==> config.mk <==
export PLATFORM = sky130hd
export DESIGN_NAME = pwm_capture
export DESIGN_NICKNAME = d
export VERILOG_FILES = /design/src/rtl/pwm_capture_pkg.sv /design/src/rtl/pwm_capture_sync_edge.sv /design/src/rtl/pwm_capture.sv
export SDC_FILE = /design/constraint.sdc
export NUM_CORES = 1
export LEC_CHECK = 0
export CAP_MARGIN = 20
export CORE_MARGIN = 3
export CORE_UTILIZATION = 45
export CTS_CLUSTER_DIAMETER = 30
export DETAILED_ROUTE_END_ITERATION = 8
export PLACE_DENSITY_LB_ADDON = 0.08
export SYNTH_ARGS = -nofsm -noshare
export SYNTH_HDL_FRONTEND = slang
export SYNTH_SLANG_ARGS = --single-unit
==> constraint.sdc <==
create_clock -name clk -period 2.1 [get_ports clk]
set_input_delay 0.42 -clock clk [delete_from_list [all_inputs] [get_ports clk]]
set_output_delay 0.42 -clock clk [all_outputs]
set_load 0.01 [all_outputs]
==> src/rtl/pwm_capture_pkg.sv <==
// pwm_capture_pkg: shared state encoding and counter constants for the PWM capture block.
// Latency: n/a (types and constants only).
// Backpressure: n/a.
package pwm_capture_pkg;

   typedef enum logic [1:0] {
      IDLE = 2'd0,
      HIGH = 2'd1,
      LOW  = 2'd2
   } state_t;

   localparam int CNT_W_DEF = 16;

   // Counter saturation value at the default width; reaching it means no edge arrived in time.
   localparam logic [CNT_W_DEF-1:0] CNT_MAX = {CNT_W_DEF{1'b1}};

endpackage

==> src/rtl/pwm_capture_sync_edge.sv <==
// sync_edge: 2-flop synchroniser for pwm_in, optional 3-sample glitch filter (PWM_CAPTURE_FILTER_EN),
// single-cycle rise/fall pulses. Latency: pin to edge pulse 2 clk, 4 clk with the filter.
// Backpressure: none; edges are produced every cycle they occur.
module sync_edge (
   input  logic clk,
   input  logic rst_n,
   input  logic pwm_in,
   output logic lvl,
   output logic rise,
   output logic fall
);

   logic s1;
   logic s2;
   logic lvl_q;

`ifdef PWM_CAPTURE_FILTER_EN
   logic h1;
   logic h2;

   always_ff @(posedge clk or negedge rst_n) begin
      if (!rst_n) begin
         s1    <= 1'b0;
         s2    <= 1'b0;
         h1    <= 1'b0;
         h2    <= 1'b0;
         lvl_q <= 1'b0;
      end else begin
         s1    <= pwm_in;
         s2    <= s1;
         h1    <= s2;
         h2    <= h1;
         lvl_q <= lvl;
      end
   end

   // Level follows the synchroniser only once three consecutive samples agree.
   always_comb begin
      lvl = lvl_q;
      if ((s2 == h1) && (h1 == h2)) begin
         lvl = s2;
      end
   end
`else
   always_ff @(posedge clk or negedge rst_n) begin
      if (!rst_n) begin
         s1    <= 1'b0;
         s2    <= 1'b0;
         lvl_q <= 1'b0;
      end else begin
         s1    <= pwm_in;
         s2    <= s1;
         lvl_q <= lvl;
      end
   end

   assign lvl = s2;
`endif

   assign rise = lvl & ~lvl_q;
   assign fall = ~lvl & lvl_q;

endmodule

==> src/rtl/pwm_capture.sv <==
// pwm_capture: measures rise-to-rise period and high time of an asynchronous PWM input (filter: PWM_CAPTURE_FILTER_EN).
// Latency: pwm_in rise to meas_valid 3 clk, 5 clk with the filter.
// Backpressure: none; period/high are overwritten each period, meas_valid is a one-cycle pulse.
module pwm_capture
   import pwm_capture_pkg::*;
#(
   parameter int CNT_W = CNT_W_DEF
) (
   input  logic             clk,
   input  logic             rst_n,
   input  logic             pwm_in,
   input  logic             clr,
   output logic [CNT_W-1:0] period,
   output logic [CNT_W-1:0] high,
   output logic             meas_valid,
   output logic             ovf,
   output logic             stuck_lvl
);

   localparam logic [CNT_W-1:0] CNT_TOP = {CNT_W{1'b1}};
   localparam logic [CNT_W-1:0] CNT_ONE = CNT_W'(1);

   logic lvl;
   logic rise;
   logic fall;

   state_t           state;
   state_t           state_nx;
   logic [CNT_W-1:0] cnt;
   logic [CNT_W-1:0] cnt_nx;
   logic [CNT_W-1:0] high_tmp;
   logic [CNT_W-1:0] high_tmp_nx;
   logic [CNT_W-1:0] period_nx;
   logic [CNT_W-1:0] high_nx;
   logic             meas_valid_nx;
   logic             ovf_nx;
   logic             stuck_lvl_nx;

   sync_edge u_sync_edge (
      .clk    (clk),
      .rst_n  (rst_n),
      .pwm_in (pwm_in),
      .lvl    (lvl),
      .rise   (rise),
      .fall   (fall)
   );

   always_ff @(posedge clk or negedge rst_n) begin
      if (!rst_n) begin
         state      <= IDLE;
         cnt        <= '0;
         high_tmp   <= '0;
         period     <= '0;
         high       <= '0;
         meas_valid <= 1'b0;
         ovf        <= 1'b0;
         stuck_lvl  <= 1'b0;
      end else begin
         state      <= state_nx;
         cnt        <= cnt_nx;
         high_tmp   <= high_tmp_nx;
         period     <= period_nx;
         high       <= high_nx;
         meas_valid <= meas_valid_nx;
         ovf        <= ovf_nx;
         stuck_lvl  <= stuck_lvl_nx;
      end
   end

   // cnt counts from the last accepted rise; saturation beats any edge in the same cycle.
   always_comb begin
      state_nx      = state;
      cnt_nx        = cnt;
      high_tmp_nx   = high_tmp;
      period_nx     = period;
      high_nx       = high;
      meas_valid_nx = 1'b0;
      ovf_nx        = ovf;
      stuck_lvl_nx  = stuck_lvl;

      if (clr) begin
         state_nx = IDLE;
         cnt_nx   = '0;
         ovf_nx   = 1'b0;
      end else begin
         case (state)
            IDLE: begin
               if (rise) begin
                  state_nx = HIGH;
                  cnt_nx   = CNT_ONE;
               end
            end
            HIGH: begin
               if (cnt == CNT_TOP) begin
                  state_nx     = IDLE;
                  cnt_nx       = '0;
                  ovf_nx       = 1'b1;
                  stuck_lvl_nx = lvl;
               end else if (fall) begin
                  state_nx    = LOW;
                  high_tmp_nx = cnt;
                  cnt_nx      = cnt + CNT_ONE;
               end else begin
                  cnt_nx = cnt + CNT_ONE;
               end
            end
            LOW: begin
               if (cnt == CNT_TOP) begin
                  state_nx     = IDLE;
                  cnt_nx       = '0;
                  ovf_nx       = 1'b1;
                  stuck_lvl_nx = lvl;
               end else if (rise) begin
                  state_nx      = HIGH;
                  period_nx     = cnt;
                  high_nx       = high_tmp;
                  meas_valid_nx = 1'b1;
                  cnt_nx        = CNT_ONE;
               end else begin
                  cnt_nx = cnt + CNT_ONE;
               end
            end
            default: begin
               state_nx = IDLE;
               cnt_nx   = '0;
            end
         endcase
      end
   end

endmodule
## After elaboration in Yosys (flattened, before gate mapping)

Index checks and enable logic that the tools add are counted.

| word-level totals | value |
|---|---|
| logic and storage cells | 50 |
| bits of input ports | 4 |
| register bits after elaboration | 72 |
| output and inout bits | 35 |

| cells by class | value |
|---|---|
| eq/ne operators | 5 |
| $add $sub $neg | 1 |
| reductions and logical operators | 8 |
| bitwise gates (word level) | 6 |
| multiplexer cells | 19 |

Operator list:

| kind | count |
|---|---|
| two-way mux 16 bit | 5 |
| one-hot mux 16 bit (3 select lines) | 1 |
| adder 16 x 1 -> 16 bit, second input constant | 1 |
| == test 16 bit, second input constant | 1 |
| two-way mux 2 bit | 5 |
| AND reduction 4 bit | 2 |
| two-way mux 1 bit | 7 |
| one-hot mux 2 bit (3 select lines) | 1 |
| != test 4 bit, second input constant | 1 |
| inverter 1 bit | 4 |
| nonzero test 2 bit | 2 |
| != test 3 bit, second input constant | 1 |
| AND reduction 3 bit | 1 |
| bitwise AND 1 bit | 2 |
| == test 2 x 1 -> 1 bit, second input constant | 1 |
| == test 2 bit, second input constant | 1 |
| logical NOT 2 bit | 1 |
| AND reduction 2 bit | 1 |
| OR reduction 2 bit | 1 |

## Depth between registers and ports, before layout

Gate-level depths: netlist of the first run.

| logic depth | value |
|---|---|
| depth after elaboration | 6 |
| depth in mapped cells | 8 |
| depth with buffers taken out | 7 |

## Hierarchy

From an unflattened synthesis of the first run, not the netlist that was laid out.

| unflattened totals | value |
|---|---|
| cells, all modules | 256 |
| area, all modules | 3209.3 um^2 |

Modules (own cells, without submodules):

| module | times used | cells each | seq. area each (um^2) | area an instance (um^2) |
|---|---|---|---|---|
| pwm_capture | 1 | 251 | 1726.7 | 3119.2 |
| sync_edge | 1 | 5 | 75.1 | 90.1 |

## Least setup slack after synthesis of the first run

No wires, ideal clock.

| timing | value |
|---|---|
| kind | register to register |
| start point | register cnt[0] |
| end point | register high_tmp[10] |
| stages on the path, launching flop included | 9 |
| path buffers | 2 |
| arrival | 1.950 ns |
| clock period less this slack | 2.076 ns |
| path slack | 0.024 ns |
| setup time | 0.125 ns |
| required time | 1.975 ns |
| cells stage by stage | dfrtp_1 ha_1 and3_4 nand4_4 nand2_2 or3_1 buf_6 buf_6 mux2_4 |

| between the ends | value |
|---|---|
| longest elaborated chain between the ends | 3 |

Ends and longest elaborated chain:

| item | line | source |
|---|---|---|
| from (decl) | pwm_capture.sv:29 | `logic [CNT_W-1:0] cnt;` |
| from (signal assigned) | pwm_capture.sv:60 | `cnt <= cnt_nx;` |
| == test 16 bit | pwm_capture.sv:94 | `if (cnt == CNT_TOP) begin` |
| inverter 1 bit (no line) | n/a |  |
| AND reduction 4 bit (no line) | n/a |  |
| to (signal assigned) | pwm_capture.sv:61 | `high_tmp <= high_tmp_nx;` |
| to (decl) | pwm_capture.sv:31 | `logic [CNT_W-1:0] high_tmp;` |

No other way between the ends.
A chain may end at the register's enable or synchronous reset.

## Worst setup path after layout of the first run

| timing | value |
|---|---|
| start point | register cnt[0] |
| end point | register high_tmp[0] |

| between the ends | value |
|---|---|
| longest elaborated chain between the ends | 3 |

Ends and longest elaborated chain:

| item | line |
|---|---|
| == test 16 bit | pwm_capture.sv:94 |
| inverter 1 bit (no line) | n/a |
| AND reduction 4 bit (no line) | n/a |

Parallel ways exist; a longest one is shown, timed or not.

==> results of run 1 <==
[cell usage in the layout (no fill, tap or decap), types with 2 or more instances in the layout]
cell	instances
a21o_1	3
a21oi_1	15
a22o_1	3
a31oi_1	5
and3_1	5
and4_1	3
buf_12	5
buf_4	23
clkbuf_8	9
clkdlybuf4s50_1	37
clkinv_2	3
dfrtp_1	72
ha_1	5
inv_1	9
mux2_1	39
mux2_4	10
nand2_1	9
nand2b_1	3
nand3_1	10
nand4_1	5
nor2_1	11
nor2b_1	2
nor3_1	3
o21ai_0	6
o21ai_1	6
o22ai_1	2
or3_1	6
[final timing paths]
kind | end | startpoint | slack (ns) | cells after the start
min reg2reg | u_sync_edge.lvl | u_sync_edge.s1 | 0.36 | 0
max | high_tmp[0] | cnt[0] | 0.12 | 7
min in group clk | u_sync_edge.lvl | u_sync_edge.s1 | 0.36 | 0
max in group asynchronous | cnt[3] | rst_n | 1.50 | 2
min | cnt[8] | rst_n | 0.06 | 1
max reg2reg | high_tmp[0] | cnt[0] | 0.12 | 7
[through the flow]
stage          util, %  instances
3_5_place_dp      57.1        406
5_1_grt           60.0        422
4_1_cts           59.9        422
6_report          60.0        422
3_3_place_gp      57.1        406
2_1_floorplan        -        255
[area by class of cell]
cell class	count	area (um2)	share of cell area, %
tap	96	120	2.93
timing repair buffer	66	648	15.8
clock buffer	9	124	3.02
inverter	9	33.8	0.824
clock inverter	7	70.1	1.71
multi-input combinational	163	1300	31.7
sequential	72	1800	44.0
[sequential cells by signal, indices dropped and copies added (netlist names)]
register           flops
high_tmp              16
state                  2
u_sync_edge.lvl        1
u_sync_edge.lvl_q      1
period                16
meas_valid             1
stuck_lvl              1
high                  16
u_sync_edge.s1         1
cnt                   16
ovf                    1
[cells by family (layout without fill, tap and decap cells)]
group                      count (synthesis)  in the layout  share of synthesized area (%)
muxes                                     49             49                           18.4
adders and majority gates                  5              5                           1.96
AOI/OAI and AO/OA                         44             44                           8.15
buffers and inverters                     20             91                           3.21
DFF                                       72             72                           56.4
and+or+nand+nor                           65             65                           11.8
[metal layers]
layer | vias to the layer above | GRT usage, %
li1 | 1058 | -
met1 | 1085 | 23.1
met2 | 50 | 23.8
met3 | 6 | 3.25
met4 | 0 | 7.27
met5 | - | 0
[report_power, final]
group,leakage (nW),internal (mW),switching [mW]
registers,0.997,1.40,0.00804
clock network,0.0994,0.548,0.522
logic,0.906,0.0595,0.0957
total,2.00,2.01,0.625
[worst max-delay path: cells and delay by family (launching register included)]
kind,cells,cell delay (ns)
multiplexers,1,0.30
flip-flops,1,0.38
buffers and inverters,1,0.17
adder cells (fa/ha/maj),1,0.22
AND/OR/NAND/NOR,4,0.79
==> flow_summary_export.csv, run 1 <==
group,metric,value,unit
clock_network,clock-root-buffer,"clkbuf_8",
setup_path,path_max_fanout,6,
grt,antenna_found_initial,0,
routing,wl_met2,2790,um
logic_synthesis,synth.most_common_cell,"dfrtp_1",
logic_synthesis,synth_area_leaders,"dfrtp_1 (56%), mux2_1 (14%), mux2_4 (4.7%)",
setup_path,max_stage_delay,0.41,ns
logic_synthesis,synthArstFlopShare,100,%
logic_synthesis,yosys_register_bits,72,
logic_synthesis,syn_area,3190,um2
setup_path,critPathArrivalTime,2.20,ns
sta,fin_crit,1.98,ns
floorplanning,row_count,30,
logic_synthesis,synth_cell_types,38,
routing,topRoutingLayerUsed,"met4",
flow_run,drv_cap,0,
routing,num_vias,2199,
clock_network,insertion_delay,0.34,ns
setup_path,required,2.32,ns
routing,avgRoutedWirePerCell,14.5,um
place,dp_slack,-0.00310,ns
pwr,powerDensity,642,nW/um2
sta,finalMaxSlewViolations,0,
clock_network,ctsResizeCount,0,
routing,via_per_inst,5.21,
logic_synthesis,synth_edf_count,0,
place,place_area,3900,um2
layout,fill_cells,571,
routing,drt-met1-wl,3080,um
sta,clock.fmax,504,MHz
clock_network,htree_levels,3,
grt,grt_pass1_wl,10600,um
worst_hold_path,hp-class,"in2async",
setup_path,crit_path_top_delay_cell,"or3_4",
logic_synthesis,ys_seq_area_share,56.4,%
layout,final_cell_area,4100,um2
logic_synthesis,synth_ff_type,"dfrtp_1",
clock_network,cts.reportedPaths.clkPinSlew,0.08,ns
clock_network,clock_path_buffers,2,
run_status,status,"finished clean",
logic_synthesis,yosysTopAreaCell,"dfrtp_1",
sta,fin_skew,0.0100,ns
floorplanning,initial_core_util,46.8,%
grt,grt_max_degree,29,
layout,layout-drive-gt1-share,18.7,%
sta,rsz0062_at_grt,"no",
sta,setup_violations,0,
place,port_buffers,38,
sta,tns,0,ns
routing,wl_met3,219,um
clock_network,hold_buffers,0,
sta,period_share,94.4,%
routing,drc,0,
place,dp_hpwl,4340,um
layout,syn2layout_area_growth,28.3,%
sta,setup_slack,0.117,ns
logic_synthesis,syn_avg_cell_area,12.5,um2
routing,drt.antenna.violating_nets,0,
pwr,peakVddDrop,0.371,mV
floorplanning,core,6830,um2
sta,max_slew_margin,63.8,%
logic_synthesis,synth_nets,264,
clock_network,cts_tree,"yes",
floorplanning,dieArea,8150,um2
place,place_congestion,0.848,
sta,worst_pin_slew,0.543,ns
pwr,finalPower,2.63,mW
sta,finalHoldViolations,0,
setup_path,path_cells,"ha_1 -> and3_4 -> nand4_4 -> nand2_2 -> or3_4 -> buf_4 -> mux2_1",
pwr,p_leak,2.00,nW
logic_synthesis,synth_top_area_share,56.4,%
floorplanning,dieHeight,90.3,um
floorplanning,pin_count,39,
routing,finalWirelength,6130,um
logic_synthesis,synth_cells,255,
layout,nNetsFinal,330,
logic_synthesis,ys_top_cells_by_count,"dfrtp_1 (72), mux2_1 (39), a21oi_1 (15)",
setup_path,start_kind,"register",
clock_network,cts_sinks,72,
clock_network,postCtsSetupBuffers,0,
floorplanning,dieWidth,90.3,um
grt,overflow,0,
sta,holdWs,0.0627,ns
layout,n_antenna_cell,0,
setup_path,crit_type,"reg2reg",
grt,first_global_vias,2158,
logic_synthesis,ys_warn_count,0,
routing,drt-pass1-iter-count,4,
setup_path,end_kind,"register",
routing,drtIter0Drc,104,
grt,grt_use_total,16.1,%
clock_network,cts_buffers,9,
Note: power is estimated with default switching activity, not from simulation.
==> inputs of run 2 (changes only) <==
--- a/config.mk
+++ b/config.mk
@@ -11,6 +11,7 @@
 export CTS_CLUSTER_DIAMETER = 30
 export DETAILED_ROUTE_END_ITERATION = 8
 export PLACE_DENSITY_LB_ADDON = 0.08
+export SETUP_SLACK_MARGIN = 0.05
 export SYNTH_ARGS = -nofsm -noshare
 export SYNTH_HDL_FRONTEND = slang
 export SYNTH_SLANG_ARGS = --single-unit
==> flow_summary_export.csv, run 2 (synthesis gave the netlist of run 1 again) <==
group,metric,value,unit
sta,fin_crit,1.96,ns
routing,num_vias,2216,
routing,via_per_inst,5.24,
clock_network,cts_sinks,72,
layout,final_cell_area,4180,um2
sta,setup_slack,0.137,ns
clock_network,clock_path_buffers,2,
floorplanning,dieWidth,90.3,um
layout,stdcell_count,423,
setup_path,crit_type,"reg2reg",
floorplanning,dieHeight,90.3,um
layout,final_common_cell,"dfrtp_1",
setup_path,max_stage_delay,0.39,ns
grt,antenna_found_initial,0,
place,dp_cells,405,
floorplanning,dieArea,8150,um2
setup_path,required,2.33,ns
routing,drtIter0Drc,103,
sta,finalHoldViolations,0,
routing,finalWirelength,6370,um
clock_network,clock-root-buffer,"clkbuf_8",
sta,worst_pin_slew,0.513,ns
grt,overflow,0,
run_status,status,"finished clean",
sta,period_share,93.5,%
sta,setup_violations,0,
pwr,peakVddDrop,0.344,mV
floorplanning,initial_core_util,46.8,%
layout,syn2layout_area_growth,30.7,%
grt,grt_pass1_wl,10900,um
clock_network,hold_buffers,0,
place,dp_slack,-0.00436,ns
grt,grt_use_total,16.8,%
floorplanning,core,6830,um2
worst_hold_path,hp-class,"in2async",
place,port_buffers,38,
sta,clock.fmax,509,MHz
clock_network,insertion_delay,0.34,ns
clock_network,htree_levels,3,
sta,finalMaxSlewViolations,0,
clock_network,cts_buffers,9,
clock_network,cts.reportedPaths.clkPinSlew,0.08,ns
setup_path,crit_path_start,"cnt[0]",
layout,n_antenna_cell,0,
setup_path,path_max_fanout,8,
setup_path,critPathArrivalTime,2.19,ns
place,dp_hpwl,4380,um
clock_network,cts_tree,"yes",
sta,max_slew_margin,65.8,%
place,place_congestion,0.804,
place,place_area,3910,um2
setup_path,path_cells,"ha_2 -> and3_4 -> nand4_4 -> nand2_2 -> or3_4 -> clkbuf_16 -> mux2_4",
routing,drt-pass1-iter-count,4,
grt,grt_max_degree,43,
setup_path,r2r_start,"cnt[0]",
sta,fin_skew,0.00464,ns
layout,layout-drive-gt1-share,19.3,%
routing,avgRoutedWirePerCell,15.1,um
routing,drt.antenna.violating_nets,0,
pwr,p_leak,2.04,nW
grt,first_global_vias,2207,
routing,drc,0,
layout,layout_common_cells,"dfrtp_1 (72), mux2_1 (39), clkdlybuf4s50_1 (37)",
floorplanning,row_count,30,
sta,holdWs,0.0415,ns
flow_run,drv_cap,0,
setup_path,start_kind,"register",
setup_path,end_kind,"register",
floorplanning,pin_count,39,
layout,nNetsFinal,331,
sta,rsz0062_at_grt,"no",
setup_path,crit_path_top_delay_cell,"or3_4",
pwr,powerDensity,675,nW/um2
==> run 2: cell types whose count changed in the layout (fill, tap and decap cells not counted) <==
cell | previous run | this run
ha_2 | 0 | 1
clkinv_2 | 3 | 2
buf_4 | 23 | 22
buf_12 | 5 | 6
bufinv_16 | 1 | 2
clkbuf_16 | 0 | 1
ha_1 | 5 | 4
clkinvlp_4 | 1 | 0
inv_6 | 1 | 0
clkbuf_8 | 9 | 11
==> run 2: what timing repair did <==
| item | 4_1_cts | 5_1_grt |
|---|---|---|
| resized for setup | 0 | 1 |
| endpoints found under the hold margin | 0 | 0 |
| endpoints found under the setup margin | 0 | 6 |
| buffers inserted | 0 | 1 |
==> run 2: where the power goes <==
group	internal [mW]	leakage [nW]	total, mW	switching (mW)
combinational	0.0651	0.922	0.163	0.0978
sequential	1.40	0.997	1.41	0.00775
clock	0.732	0.119	1.25	0.517
total	2.19	2.04	2.82	0.623
==> run 2: metal layers <==
metal / share of wire (%) / vias to the layer above / track usage, %
met3: 3.7 / 12 / 3.17
met4: 2.2 / 0 / 7.65
met1: 48 / 1095 / 23.1
met2: 46 / 56 / 25.8
met5: 0 / - / 0
li1: - / 1053 / -
==> run 2: final timing paths <==
kind	end	slack, ns	cells past startpoint
max	high_tmp[8]	0.14	7
min in group clk	u_sync_edge.lvl	0.35	0
max in group asynchronous	cnt[2]	1.46	2
max reg2reg	high_tmp[8]	0.14	7
min	meas_valid	0.04	1
min reg2reg	u_sync_edge.lvl	0.35	0
==> run 2: area by class of cell <==
cell class / instances / area (um2)
timing repair buffer: 67 / 686
multi-input combinational: 163 / 1300
clock inverter: 5 / 78.8
inverter: 9 / 33.8
sequential: 72 / 1800
fill: 562 / 2660
clock buffer: 11 / 151
tap: 96 / 120
==> run 2: per-stage QoR <==
stage	power (mW)	setup TNS [ns]	utilization (%)
5_1_grt	2.92	0	61.1
3_5_place_dp	1.59	-0.00436	57.2
4_1_cts	2.85	0	60.6
6_report	2.82	0	61.1
2_1_floorplan	1.51	0	-
3_3_place_gp	1.59	0	57.2
==> run 2: critical path: cells and delay by family, from the launching register on <==
kind	cells	cell delay [ns]
fa+ha+maj	1	0.21
buf+inv	1	0.19
flops	1	0.38
mux	1	0.29
simple gates	4	0.77
